File: config.mk
export PLATFORM = sky130hd
export DESIGN_NAME = hazard_ctrl
export DESIGN_NICKNAME = d
export VERILOG_FILES = /design/src/rtl/hazard_ctrl_pkg.sv /design/src/rtl/hazard_ctrl_load_use_det.sv /design/src/rtl/hazard_ctrl.sv
export SDC_FILE = /design/constraint.sdc
export NUM_CORES = 1
export LEC_CHECK = 0
export CORE_MARGIN = 2
export CORE_UTILIZATION = 35
export CTS_CLUSTER_DIAMETER = 120
export DETAILED_ROUTE_END_ITERATION = 10
export PLACE_DENSITY = 0.65
export SLEW_MARGIN = 20
export SYNTH_ARGS = -nofsm -noshare
export SYNTH_HDL_FRONTEND = slang
export SYNTH_SLANG_ARGS = --single-unit
export TNS_END_PERCENT = 30
File: constraint.sdc
create_clock -name clk -period 2.61 [get_ports clk]
set_clock_uncertainty 0.05 [all_clocks]
set_input_delay 0.522 -clock clk [delete_from_list [all_inputs] [get_ports clk]]
set_output_delay 0.522 -clock clk [all_outputs]
set_load 0.01 [all_outputs]
File: src/rtl/hazard_ctrl_pkg.sv
// hazard_ctrl_pkg
// Shared definitions for the pipeline sequencing controller: FSM state
// encoding, default multi-cycle occupancy, register address type and the
// constants used when a pipeline register is loaded with a bubble.
package hazard_ctrl_pkg;

    // FSM state encoding
    localparam logic [0:0] RUN     = 1'b0;
    localparam logic [0:0] MC_WAIT = 1'b1;

    // Default EX occupancy of a multi-cycle op (divider), in cycles
    localparam int MC_CYCLES_DEF = 32;

    // Register file address bus
    typedef logic [4:0] RegAddrBus;

    // Bubble constants: x0 as destination, zero data
    localparam RegAddrBus   NopRegAddr = 5'd0;
    localparam logic [31:0] Zero       = 32'd0;

endpackage

File: src/rtl/hazard_ctrl_load_use_det.sv
// load_use_det
// Purely combinational load-use hazard detector. Flags when the instruction
// in ID reads the destination of a load currently in EX. Writes to x0 are
// never a hazard.
// Ports:
//   id_rs1, id_rs2        source addresses of the ID instruction
//   id_rs1_re, id_rs2_re  the corresponding source is actually read
//   ex_rd                 destination of the EX instruction
//   ex_regwe              EX instruction writes ex_rd
//   ex_is_load            EX instruction is a load
//   hit                   load-use hazard present this cycle
module load_use_det
    import hazard_ctrl_pkg::*;
(
    input  RegAddrBus id_rs1,
    input  RegAddrBus id_rs2,
    input  logic      id_rs1_re,
    input  logic      id_rs2_re,
    input  RegAddrBus ex_rd,
    input  logic      ex_regwe,
    input  logic      ex_is_load,
    output logic      hit
);

    logic rs1_match;
    logic rs2_match;

    assign rs1_match = id_rs1_re && (id_rs1 == ex_rd);
    assign rs2_match = id_rs2_re && (id_rs2 == ex_rd);

    assign hit = ex_is_load && ex_regwe && (ex_rd != NopRegAddr)
                 && (rs1_match || rs2_match);

endmodule

File: src/rtl/hazard_ctrl.sv
// hazard_ctrl
// Pipeline sequencing controller for the five-stage core. Produces stall and
// flush controls for PC, IF/ID, ID/EX and EX/MEM from three causes: EX
// redirects, multi-cycle EX ops and load-use hazards.
// Ports:
//   clk, rst                     clock, synchronous active-high reset
//   id_rs1/id_rs2, *_re          ID source addresses and read enables
//   ex_rd, ex_regwe, ex_is_load  EX destination info
//   ex_mc_start                  multi-cycle op sitting in EX (level)
//   ex_redirect                  taken branch/jump resolved in EX
//   stall_pc/if_id/id_ex         hold the register
//   flush_if_id/id_ex/ex_mem     load a bubble into the register
//   mc_busy                      FSM is waiting on a multi-cycle op
//   mc_done                      one-cycle pulse on multi-cycle release
//   bubble_cnt                   cycles with any flush asserted (wraps)
module hazard_ctrl
    import hazard_ctrl_pkg::*;
#(
    parameter int MC_CYCLES = MC_CYCLES_DEF,
    parameter int CNT_W     = $clog2(MC_CYCLES)
) (
    input  logic        clk,
    input  logic        rst,
    input  logic [4:0]  id_rs1,
    input  logic [4:0]  id_rs2,
    input  logic        id_rs1_re,
    input  logic        id_rs2_re,
    input  logic [4:0]  ex_rd,
    input  logic        ex_regwe,
    input  logic        ex_is_load,
    input  logic        ex_mc_start,
    input  logic        ex_redirect,
    output logic        stall_pc,
    output logic        stall_if_id,
    output logic        stall_id_ex,
    output logic        flush_if_id,
    output logic        flush_id_ex,
    output logic        flush_ex_mem,
    output logic        mc_busy,
    output logic        mc_done,
    output logic [31:0] bubble_cnt
);

    // The start cycle itself is one of the MC_CYCLES-1 stall cycles, so the
    // wait state counts down the remaining MC_CYCLES-2 before releasing.
    localparam logic [CNT_W-1:0] CNT_LOAD = CNT_W'(MC_CYCLES - 2);

    logic [0:0]       state;
    logic [0:0]       state_nxt;
    logic [CNT_W-1:0] cnt;
    logic [CNT_W-1:0] cnt_nxt;
    logic             lu_hit;
    logic             any_flush;

    load_use_det u_load_use_det (
        .id_rs1     (id_rs1),
        .id_rs2     (id_rs2),
        .id_rs1_re  (id_rs1_re),
        .id_rs2_re  (id_rs2_re),
        .ex_rd      (ex_rd),
        .ex_regwe   (ex_regwe),
        .ex_is_load (ex_is_load),
        .hit        (lu_hit)
    );

    always_comb begin
        stall_pc     = 1'b0;
        stall_if_id  = 1'b0;
        stall_id_ex  = 1'b0;
        flush_if_id  = 1'b0;
        flush_id_ex  = 1'b0;
        flush_ex_mem = 1'b0;
        mc_busy      = 1'b0;
        mc_done      = 1'b0;
        state_nxt    = state;
        cnt_nxt      = cnt;

        if (!rst) begin
            case (state)
                RUN: begin
                    if (ex_redirect) begin
                        // Kill the two wrong-path instructions; a multi-cycle
                        // op on the same cycle is itself being squashed.
                        flush_if_id = 1'b1;
                        flush_id_ex = 1'b1;
                    end else if (ex_mc_start) begin
                        stall_pc     = 1'b1;
                        stall_if_id  = 1'b1;
                        stall_id_ex  = 1'b1;
                        flush_ex_mem = 1'b1;
                        cnt_nxt      = CNT_LOAD;
                        state_nxt    = MC_WAIT;
                    end else if (lu_hit) begin
                        // One bubble: next cycle the load is in MEM and the
                        // bypass path supplies the operand.
                        stall_pc    = 1'b1;
                        stall_if_id = 1'b1;
                        flush_id_ex = 1'b1;
                    end
                end
                MC_WAIT: begin
                    mc_busy = 1'b1;
                    // EX is occupied: redirect and load-use cannot arise here.
                    if (cnt != '0) begin
                        stall_pc     = 1'b1;
                        stall_if_id  = 1'b1;
                        stall_id_ex  = 1'b1;
                        flush_ex_mem = 1'b1;
                        cnt_nxt      = cnt - 1'b1;
                    end else begin
                        mc_done   = 1'b1;
                        state_nxt = RUN;
                    end
                end
                default: state_nxt = RUN;
            endcase
        end
    end

    assign any_flush = flush_if_id | flush_id_ex | flush_ex_mem;

    always_ff @(posedge clk) begin
        if (rst) begin
            state      <= RUN;
            cnt        <= '0;
            bubble_cnt <= Zero;
        end else begin
            state <= state_nxt;
            cnt   <= cnt_nxt;
            if (any_flush) bubble_cnt <= bubble_cnt + 32'd1;
        end
    end

endmodule

==> results of run 1 <==
## worst max-delay path by stage
stage / start / endpoint / slack [ps] / depth (start not counted)
floorplan: cnt[0]$_SDFFE_PP0P_ / bubble_cnt[1]$_SDFFE_PP0P_ / 330 / 10
global placement: ex_rd[2] / stall_pc / -320 / 7
detailed placement: ex_rd[2] / stall_pc / -370 / 7
CTS: cnt[0]$_SDFFE_PP0P_ / stall_id_ex / -50 / 6
global route: id_rs1[2] / stall_pc / -20 / 7
finish: cnt[0]$_SDFFE_PP0P_ / stall_pc / 90 / 7
## metal layers
metal	up-vias	track usage	wire length, um
li1	1113	-	-
met2	56	0.255	2420
met3	12	0.0341	299
met1	985	0.209	2460
met4	0	0.0667	113
met5	-	0	0
## power breakdown
part | leakage [uW] | switching, uW | internal (uW)
combinational | 0.000727 | 105 | 133
clock | 0.0000683 | 221 | 383
sequential | 0.000307 | 17.4 | 593
## sequential cells by signal, indices dropped and copies added (netlist names)
name        flops
bubble_cnt     32
cnt             5
state           1
## cells in the mapped netlist (5+ instances only)
cell type,count,area [um^2]
dfxtp_1,38,761
a21oi_1,33,165
or3_1,18,113
nand3_1,17,85.1
nand4_1,12,75.1
xnor2_1,12,105
nor2_1,11,41.3
nand2_1,10,37.5
o21ai_0,10,50.1
and3_1,8,50.1
o21ai_1,8,40.0
clkbuf_1,7,26.3
nor3_1,6,30.0
o31ai_1,6,45.0
or4_1,6,45.0
inv_1,5,18.8
## metrics by stage
step                      setup slack (ps)  setup TNS [ps]   util  cell area (um^2)
after CTS                            -47.5           -55.6  0.522              3070
after detailed placement              -372           -5820  0.495              2910
after floorplan                        329               0      -              2110
after global placement                -316           -5350  0.495              2910
final                                 88.1               0  0.528              3110
after global routing                 -23.7           -55.8  0.528              3110
## cells by family after synthesis
group                    after synthesis  share of synthesized area
multiplexers                           1                    0.00473
buffers and inverters                 19                     0.0538
flip-flops                            38                      0.360
AND/OR/NAND/NOR                      109                      0.305
adder cells (fa/ha/maj)                3                     0.0178
XOR/XNOR                              14                     0.0580
AO/OA/AOI/OAI                         71                      0.201
## cell type report
| class | count | area [um^2] |
|---|---|---|
| clock buffers | 5 | 68.8 |
| clock inverters | 3 | 68.8 |
| fillers | 553 | 2780 |
| inverters | 5 | 18.8 |
| multi-input cells | 198 | 1270 |
| flip-flops and latches | 38 | 761 |
| well taps | 75 | 93.8 |
| repair buffers | 83 | 828 |
## worst register-to-register path, delay by kind of cell (launching register included)
| family | cells | cell delay (ps) |
|---|---|---|
| simple gates | 3 | 600 |
| flops | 1 | 340 |
| fa+ha+maj | 1 | 140 |
| buf+inv | 4 | 600 |
| compound gates | 3 | 610 |
## repair_timing
item | 4_1_cts | 5_1_grt
buffers inserted | 0 | 2
pin swaps | 2 | 1
gates resized for setup | 14 | 8
endpoints found under the setup margin | 6 | 6
==> results.md, run 1 <==
- Status: completed
- Die Span Y: 81.7 um
- Startpoint Class: flip-flop
- Largest stage delay, worst path: 500 ps
- FF-to-FF End: bubble_cnt[25]$_SDFFE_PP0P_
- Clock transition at path regs: 80 ps
- Clock Latency Late Sink: 290 ps
- Syn nets: 281
- Initial drt markers: roughly 70
- DRC violations left: 0
- CTS tree: done
- Initial antenna violation count: 0
- Worst hold path startpoint: bubble_cnt[16]$_SDFFE_PP0P_
- Placed cells: 397
- Final setup fails: 0
- Layout cell share with drive strength beyond 1: 0.127
- Seq cells post-synth: 38
- Max IR drop VDD: 0.000317 V
- GRT Total Usage: 0.160
- Worst Reg2Reg Path Length in Cells: 11
- Cell Area, Synth: 0.00211 mm^2
- N_diodes: 0
- Hold_buf cts: 0
- Number of enable flip-flop cells after synthesis: 0
- PortBufs: 62
- CP bufs+invs: 3
- Clock root buffer: clkbuf_8
- Register area share after synthesis: 0.360
- Largest net degree at the start of global routing: 36
- Initial Utilization: 0.359
- H-Tree Depth: 2
- F_max: slightly below 400 MHz
- Die width: roughly 82 um
- Final std cells w/o fill: 407
- Reg-to-reg slack, setup: 170 ps
- Crit. End Element: output port
- Placer Congestion: 0.764
- Final hold vios: 0
- Final HPWL DP: 3800 um
- Max cap viols: 0
- Crit path max-delay cell type: or4b_4
- Via count: between 2,000 and 2,500
- Wire length per cell: 13.0 um
- Netlist cell types: between 40 and 50
- Pre-antenna DRT Iters: 4
- Ys Warns: 0
- Crit path max fanout: 4
- Unrepaired setup endpoints after global routing: yes
- Most common cell after layout, fill and taps aside: clkdlybuf4s50_1
- Max Slew Vio Count: 0
- Gr ovfl total: 0
- Cells after Synth: 255
- CTS buffer count: 5
- Hold EP: bubble_cnt[16]$_SDFFE_PP0P_
- Critical Path RT: 2040 ps
- Hold Slack: 448 ps
- Syn_area_per_cell: 8.29 um^2
- Total Wirelength: 5290 um
- Core Region: 0.00589 mm^2
- PnR Total Power: 1450 uW
- Hold Path Depth: 2
- Vias in the first global route: 1,853
- Hold crit path type: flip-flop to flip-flop
- Fin crit share: 0.966
- Area Overhead vs Synth: 47.1%
- Power per Cell Area: ~470 mW/mm^2
- Commonest cells after routing, fill and taps aside: clkdlybuf4s50_1 (50), dfxtp_1 (38), a21oi_1 (31)
- CP delay by family, top: simple AND/OR/NAND/NOR gates
- FFs w/ async S/R, synth: 0
- Cell Chain, Critical Path: inv_1, ha_1, or4b_4, a21oi_4, buf_4, a21oi_2, clkdlybuf4s15_2
- Worst EP arrival: 1950 ps
- Worst-Margin Slew: 569 ps
- Fin nets: 357
- Ys flop type: dfxtp_1
- DR vias/cell: around 5.3
- Clock Path Buffers: 2
- Post-layout min period: 2520 ps
- Final ANT Viol Nets: 0
- Row count: 28
- Clk sinks: 38
- Leak: 0.00110 uW
- Worst reg2reg startpoint: cnt[0]$_SDFFE_PP0P_
- # IOs: 63
- First-pass GRT wire length: 8430 um
- Die area: 0.00668 mm^2
- WS Path Type: flip-flop to output port
- Relative slew slack: 0.619
Note: power is estimated with default switching activity, not from simulation.
==> inputs of run 2 (changes only) <==
Settings changed: PLACE_DENSITY 0.65 to default, PLACE_DENSITY_LB_ADDON from default to 0.25, SYNTH_HIERARCHICAL from default to 1.
==> run 2 against run 1 <==
Effect of this change:
- non-clock buffer count grew 3
- die area down 1.0%
- worst hold slack worse by 7.5 ps
- combinational power barely moved
- total power is 14% lower
- wire length rose by 11%
- sequential power about the same
- sequential share of layout area barely moved
- area after synthesis is 1.1% lower
- flip-flop and latch count unchanged
- via count up 4.3%
- cell count decreased by 0.98%
- critical path type is now input port to output port
- highest routed layer unchanged
==> results.md, run 2 <==
- Cell Area, Synth: 0.00209 mm^2 (-1.1%)
- DR vias/cell: 5.61 (+5.3%)
- Largest net degree at the start of global routing: 29 (-19%)
- Critical Path RT: 2040 ps (about the same)
- Placer Congestion: 0.790 (+3.4%)
- Clock Path Buffers: 2 (unchanged)
- Fin crit share: 0.973 (+0.00710)
- Relative slew slack: 0.716 (+0.0963)
- Syn nets: 276 (-1.8%)
- Netlist cell types: 45 (+4.7%)
- CP most frequent cell: clkdlybuf4s50_1
- Cells after Synth: 251 (-1.6%)
- Crit. End Element: output port
- Clock transition at path regs: 70 ps (about the same)
- Largest registers: bubble_cnt: 32 flops, cnt: 5 flops, state: 1 flops
- Max Slew Vio Count: 0 (unchanged)
- Die width: 81.3 um (-0.51%)
- Most common cell after layout, fill and taps aside: clkdlybuf4s50_1
- Clock root buffer: clkbuf_8
- Status: completed
- Pre-CTS setup slack: -777 ps (-406 ps)
- First-pass GRT wire length: 9760 um (+16%)
- Clock Latency Late Sink: 290 ps (about the same)
- N_diodes: 0 (unchanged)
- Initial Utilization: 0.358 (-0.00170)
- Setup TNS: 0 ps (unchanged)
- Power per Cell Area: 403 mW/mm^2 (-14%)
- H-Tree Depth: 2 (unchanged)
- Area leader, netlist: dfxtp_1
- Die area: 0.00661 mm^2 (-1.0%)
- Final HPWL DP: 3990 um (+4.9%)
- Register area share after synthesis: 0.364 (+0.00387)
- Commonest cells post-synth: dfxtp_1 (38), a21oi_1 (29), or4_1 (20)
- Initial drt markers: 100 (+41%)
- Crit path max-delay cell type: clkdlybuf4s50_1
- Initial antenna violation count: 0 (unchanged)
- Max IR drop VDD: 0.000297 V (-6.2%)
- Die Span Y: 81.3 um (-0.51%)
- Top reg by flops: bubble_cnt
- Max cap viols: 0 (unchanged)
- Layout cell share with drive strength beyond 1: 0.201 (+0.0747)
- Most common cell in the netlist: dfxtp_1
- Final hold vios: 0 (unchanged)
- Clk sinks: 38 (unchanged)
- Leak: 0.00111 uW (+1.0%)
- Total Wirelength: 5900 um (+11%)
- CP delay by family, top: buffers and inverters
- Commonest cells after routing, fill and taps aside: clkdlybuf4s50_1 (43), dfxtp_1 (38), a21oi_1 (22)
- GRT Total Usage: 0.185 (+0.0250)
- CTS buffer count: 5 (unchanged)
- Startpoint Class: input port
- Seq cells post-synth: 38 (unchanged)
- Ranking of synthesized cells by area: dfxtp_1 (36%), or4_1 (7.2%), a21oi_1 (6.9%)
- Vias in the first global route: 2,111 (+14%)
- Syn_area_per_cell: 8.33 um^2 (+0.51%)
- CP bufs+invs: 3 (unchanged)
- Unrepaired setup endpoints after global routing: yes
- Cell Chain, Critical Path: clkdlybuf4s50_1, buf_4, nor2_1, clkdlybuf4s50_1
- FFs w/ async S/R, synth: 0 (unchanged)
- Hold_buf cts: 0 (unchanged)
- Row count: 28 (unchanged)
- PortBufs: 62 (unchanged)
- Hold crit path type: flip-flop to flip-flop
- Ys flop type: dfxtp_1
- Ys Warns: 6 (+6)
- Worst EP arrival: 1970 ps (+20 ps)
- Pre-antenna DRT Iters: 4 (unchanged)
- CTS tree: done
- Max reg flops: 32 (unchanged)
- Setup WS post-layout: 69.6 ps (-18.5 ps)
- # IOs: 63 (unchanged)
- Post-layout min period: 2540 ps (+18.5 ps)
- Synth top area share: 0.364 (+0.00387)
- Final ANT Viol Nets: 0 (unchanged)
- Largest stage delay, worst path: 560 ps (+60 ps)
- Core Region: 0.00585 mm^2 (-0.60%)
- Crit path max fanout: 7 (+3)
- Layout fillers: 575 (+4.0%)
- Fin nets: 354 (-0.84%)
- Number of enable flip-flop cells after synthesis: 0 (unchanged)
- Area Overhead vs Synth: 48.6%
- WS Path Type: input port to output port
- Final setup fails: 0 (unchanged)
- Wire length per cell: 14.6 um (+13%)
- Gr ovfl total: 0 (unchanged)
- DRC violations left: 0 (unchanged)
- F_max: 394 MHz (-0.73%)
- Worst-Margin Slew: 427 ps (-142 ps)
- Via count: 2,259 (+4.3%)
[run 2: area by class of cell]
class / count / area [um^2] / area share
Timing Repair Buffer: 86 / 812 / 0.261
Sequential cell: 38 / 761 / 0.245
Tap cell: 75 / 93.8 / 0.0302
Multi-Input combinational cell: 190 / 1330 / 0.428
Inverter: 8 / 30.0 / 0.00966
Clock buffer: 6 / 82.6 / 0.0266
[run 2: worst reg2reg max path, cell delays in order (launching register included)]
cell and delay (ps):
dfxtp_1 340, inv_1 70, ha_1 230, nor4b_4 150, and2_4 180, o31a_1 380, clkbuf_16 200, or4_4 510
a21oi_2 120
[run 2: what timing repair did]
item | in CTS | in global routing
resized for setup | 64 | 20
setup endpoints to repair | 35 | 29
pin swaps | 21 | 21
buffers inserted | 5 | 0
gates cloned | 2 | 0
[run 2: where the power goes]
group	total (uW)	switching [uW]	internal, uW
clock	403	199	204
combinational	239	114	125
sequential	612	18.5	594
[run 2: metal layers]
metal | vias up | part of all wire | GRT usage
met5 | - | 0 | 0
li1 | 1121 | - | -
met4 | 0 | 0.013 | 0.0424
met1 | 1076 | 0.46 | 0.242
met3 | 10 | 0.037 | 0.0356
met2 | 52 | 0.49 | 0.315
[run 2: cells by family after synthesis]
kind of cell,after synthesis,share of synthesized area
fa+ha+maj,2,0.0120
simple gates,96,0.273
xor+xnor,12,0.0502
flops,38,0.364
compound gates,79,0.246
buf+inv,23,0.0508
mux,1,0.00478
[run 2: worst paths after layout]
path / from / end / slack, ps / cells past startpoint
min reg2reg: bubble_cnt[31]$_SDFFE_PP0P_ / bubble_cnt[31]$_SDFFE_PP0P_ / 440 / 2
min: bubble_cnt[31]$_SDFFE_PP0P_ / bubble_cnt[31]$_SDFFE_PP0P_ / 440 / 2
max reg2reg: cnt[0]$_SDFFE_PP0P_ / bubble_cnt[25]$_SDFFE_PP0P_ / 330 / 8
max: rst / mc_busy / 70 / 4
[run 2: metrics by stage]
stage,cells,power [uW],util,hold slack [ps],cell area [um^2]
after floorplan,251,728,-,446,2090
after global placement,392,833,0.493,424,2890
after detailed placement,392,833,0.493,429,2890
after CTS,404,1260,0.522,440,3050
after global routing,403,1310,0.531,481,3110
final,403,1250,0.531,441,3110
==> inputs of run 3 (changes only) <==
Settings changed: SKIP_CTS_REPAIR_TIMING from default to 1, SYNTH_HIERARCHICAL 1 to default.
==> run 3 against run 2 <==
Effect of this change:
- via count down 3.5%
- first-iteration DRC count decreased by 3.0%
- largest power group unchanged
- register-to-register slack got worse by 190 ps
- clock power increased by 29%
- sequential power about the same
- critical path type unchanged
- total power rose by 8.1%
- count of clock-buffer cells in the layout unchanged
- core utilization is 1.9 points lower
- largest cell class unchanged
- flip-flop and latch count did not move
==> results.md, run 3 (synthesized netlist as in run 1, its figures left out) <==
- Status: completed
- Net Switching: 334 uW (+0.86%)
- Crit path max-delay cell type: clkdlybuf4s50_1
- Unrepaired setup endpoints after global routing: yes
- Die area: 0.00668 mm^2 (+1.0%)
- Hold Slack: 450 ps (+9.23 ps)
- F_max: 393 MHz (-0.22%)
- Largest stage delay, worst path: 530 ps (-30 ps)
- Die width: 81.7 um (+0.51%)
- Final core occ: 0.512 (-0.0191)
- Final setup fails: 0 (unchanged)
- Comb power frac: 0.167 (-0.023)
- Die Span Y: 81.7 um (+0.51%)
- Vias in the first global route: 1,970 (-6.7%)
- Max IR drop VDD: 0.000287 V (-3.4%)
- Clock power frac: 0.382 (+0.061)
- Commonest cells after routing, fill and taps aside: clkdlybuf4s50_1 (56), dfxtp_1 (38), a21oi_1 (33)
- Fin area: 0.00302 mm^2 (-3.0%)
- Area Overhead vs Synth: 42.6%
- Clock root buffer: clkbuf_8
- Initial Utilization: 0.359 (+0.00170)
- Clk sinks: 38 (unchanged)
- Total Wirelength: 5510 um (-6.7%)
- Initial drt markers: 97 (-3.0%)
- Post-layout min period: 2550 ps (+5.49 ps)
- Largest net degree at the start of global routing: 36 (+24%)
- Pre-antenna DRT Iters: 4 (unchanged)
- Clock transition at path regs: 70 ps (about the same)
- Reg-to-reg slack, setup: 140 ps (-190 ps)
- Internal power: 1020 uW (+11%)
- DRC violations left: 0 (unchanged)
- Startpoint Class: input port
- Critical Path RT: 2040 ps (about the same)
- Crit path max fanout: 3 (-4)
- Setup TNS: 0 ps (unchanged)
- N_diodes: 0 (unchanged)
- Placed Area: 0.00288 mm^2 (-0.22%)
- Sw Share: 0.246 (-0.0178)
- Relative slew slack: 0.668 (-0.0476)
- Gr ovfl total: 0 (unchanged)
- Layout fillers: 605 (+5.2%)
- Final HPWL DP: 3990 um (+0.16%)
- Final ANT Viol Nets: 0 (unchanged)
- PnR Total Power: 1360 uW (+8.1%)
- Leak: 0.00104 uW (-6.4%)
- CTS tree: done
- Power per Cell Area: 450 mW/mm^2 (+11%)
- Fin crit share: 0.975 (+0.00211)
- Layout cell share with drive strength beyond 1: 0.104 (-0.0969)
- Wire length per cell: 13.7 um (-6.2%)
- Clock Latency Late Sink: 290 ps (about the same)
- Worst-Margin Slew: 497 ps (+70.7 ps)
- # IOs: 63 (unchanged)
- Final hold vios: 0 (unchanged)
- Fin nets: 352 (-0.56%)
- Via count: 2,180 (-3.5%)
- Max cap viols: 0 (unchanged)
- Sequential share of power: 0.451 (-0.037)
- Core Region: 0.00589 mm^2 (+0.60%)
- First-pass GRT wire length: 9140 um (-6.4%)
- PortBufs: 62 (unchanged)
- CTS buffer count: 5 (unchanged)
- Max Slew Vio Count: 0 (unchanged)
- H-Tree Depth: 2 (unchanged)
- Worst EP arrival: 1970 ps (about the same)
- GRT Total Usage: 0.174 (-0.0115)
- Placer Congestion: 0.885 (+12%)
- Initial antenna violation count: 0 (unchanged)
- Clock Path Buffers: 2 (unchanged)
- Crit. End Element: output port
- Most common cell after layout, fill and taps aside: clkdlybuf4s50_1
- Largest registers: bubble_cnt: 32 flops, cnt: 5 flops, state: 1 flops
- Cell Chain, Critical Path: clkdlybuf4s50_1, xnor2_1, nand4_1, o22ai_2, nand3b_1, a21oi_1, clkbuf_2
- WS Path Type: input port to output port
- Hold crit path type: flip-flop to flip-flop
- Max reg flops: 32 (unchanged)
- DR vias/cell: 5.44 (-3.0%)
- Top reg by flops: bubble_cnt
- Row count: 28 (unchanged)
-- run 3: cell types whose count changed in the layout (fill, tap and decap cells not counted), moves of 7 or more --
| cell | before | now |
|---|---|---|
| clkdlybuf4s50_1 | 43 | 56 |
| or3_1 | 6 | 18 |
| a21oi_1 | 22 | 33 |
| buf_2 | 9 | 0 |
| o31ai_1 | 15 | 6 |
| xnor2_1 | 3 | 12 |
| o21ai_1 | 0 | 8 |
| or4_1 | 14 | 6 |
| xor2_1 | 9 | 2 |
-- run 3: final cells by class --
type / count / area, um^2 / share of cell area
Clock buffer: 6 / 82.6 / 0.0274
Clock inverter: 1 / 30.0 / 0.00996
Inverter: 5 / 18.8 / 0.00622
Multi-Input combinational cell: 198 / 1260 / 0.419
Sequential cell: 38 / 761 / 0.252
Tap cell: 75 / 93.8 / 0.0311
Timing Repair Buffer: 78 / 766 / 0.254
-- run 3: per-stage QoR --
step / setup slack, ps / std cells
5_1_grt: -3.94 / 401
3_3_place_gp: -318 / 394
4_1_cts: -371 / 401
3_5_place_dp: -379 / 394
2_1_floorplan: 329 / 255
6_report: 64.1 / 401
-- run 3: path summary, 6_finish.rpt --
check,endpoint,startpoint,depth (start not counted)
worst max-delay path,stall_if_id,ex_rd[1],7
worst min-delay path,bubble_cnt[4]$_SDFFE_PP0P_,bubble_cnt[4]$_SDFFE_PP0P_,2
worst max register to register,bubble_cnt[1]$_SDFFE_PP0P_,cnt[0]$_SDFFE_PP0P_,11
worst min register to register,bubble_cnt[4]$_SDFFE_PP0P_,bubble_cnt[4]$_SDFFE_PP0P_,2
-- run 3: layer usage --
metal / vias up / part of all wire / track usage
met5: - / 0 / 0
met4: 0 / 0.0087 / 0.0400
met3: 5 / 0.035 / 0.0407
met2: 40 / 0.47 / 0.293
met1: 1032 / 0.49 / 0.224
li1: 1103 / - / -
-- run 3: worst max-delay path, delay by kind of cell --
family | cells | cell delay (ps)
buffers and inverters | 2 | 700
AOI/OAI and AO/OA | 2 | 390
and+or+nand+nor | 2 | 210
xor gates and xnor gates | 1 | 130
-- run 3: power groups by stage --
stage / clock network [uW] / registers (uW) / logic, uW
5_1_grt: 556 / 614 / 246
3_3_place_gp: 0 / 623 / 223
3_5_place_dp: 0 / 624 / 227
2_1_floorplan: 0 / 622 / 126
6_report: 518 / 611 / 227
4_1_cts: 528 / 611 / 228
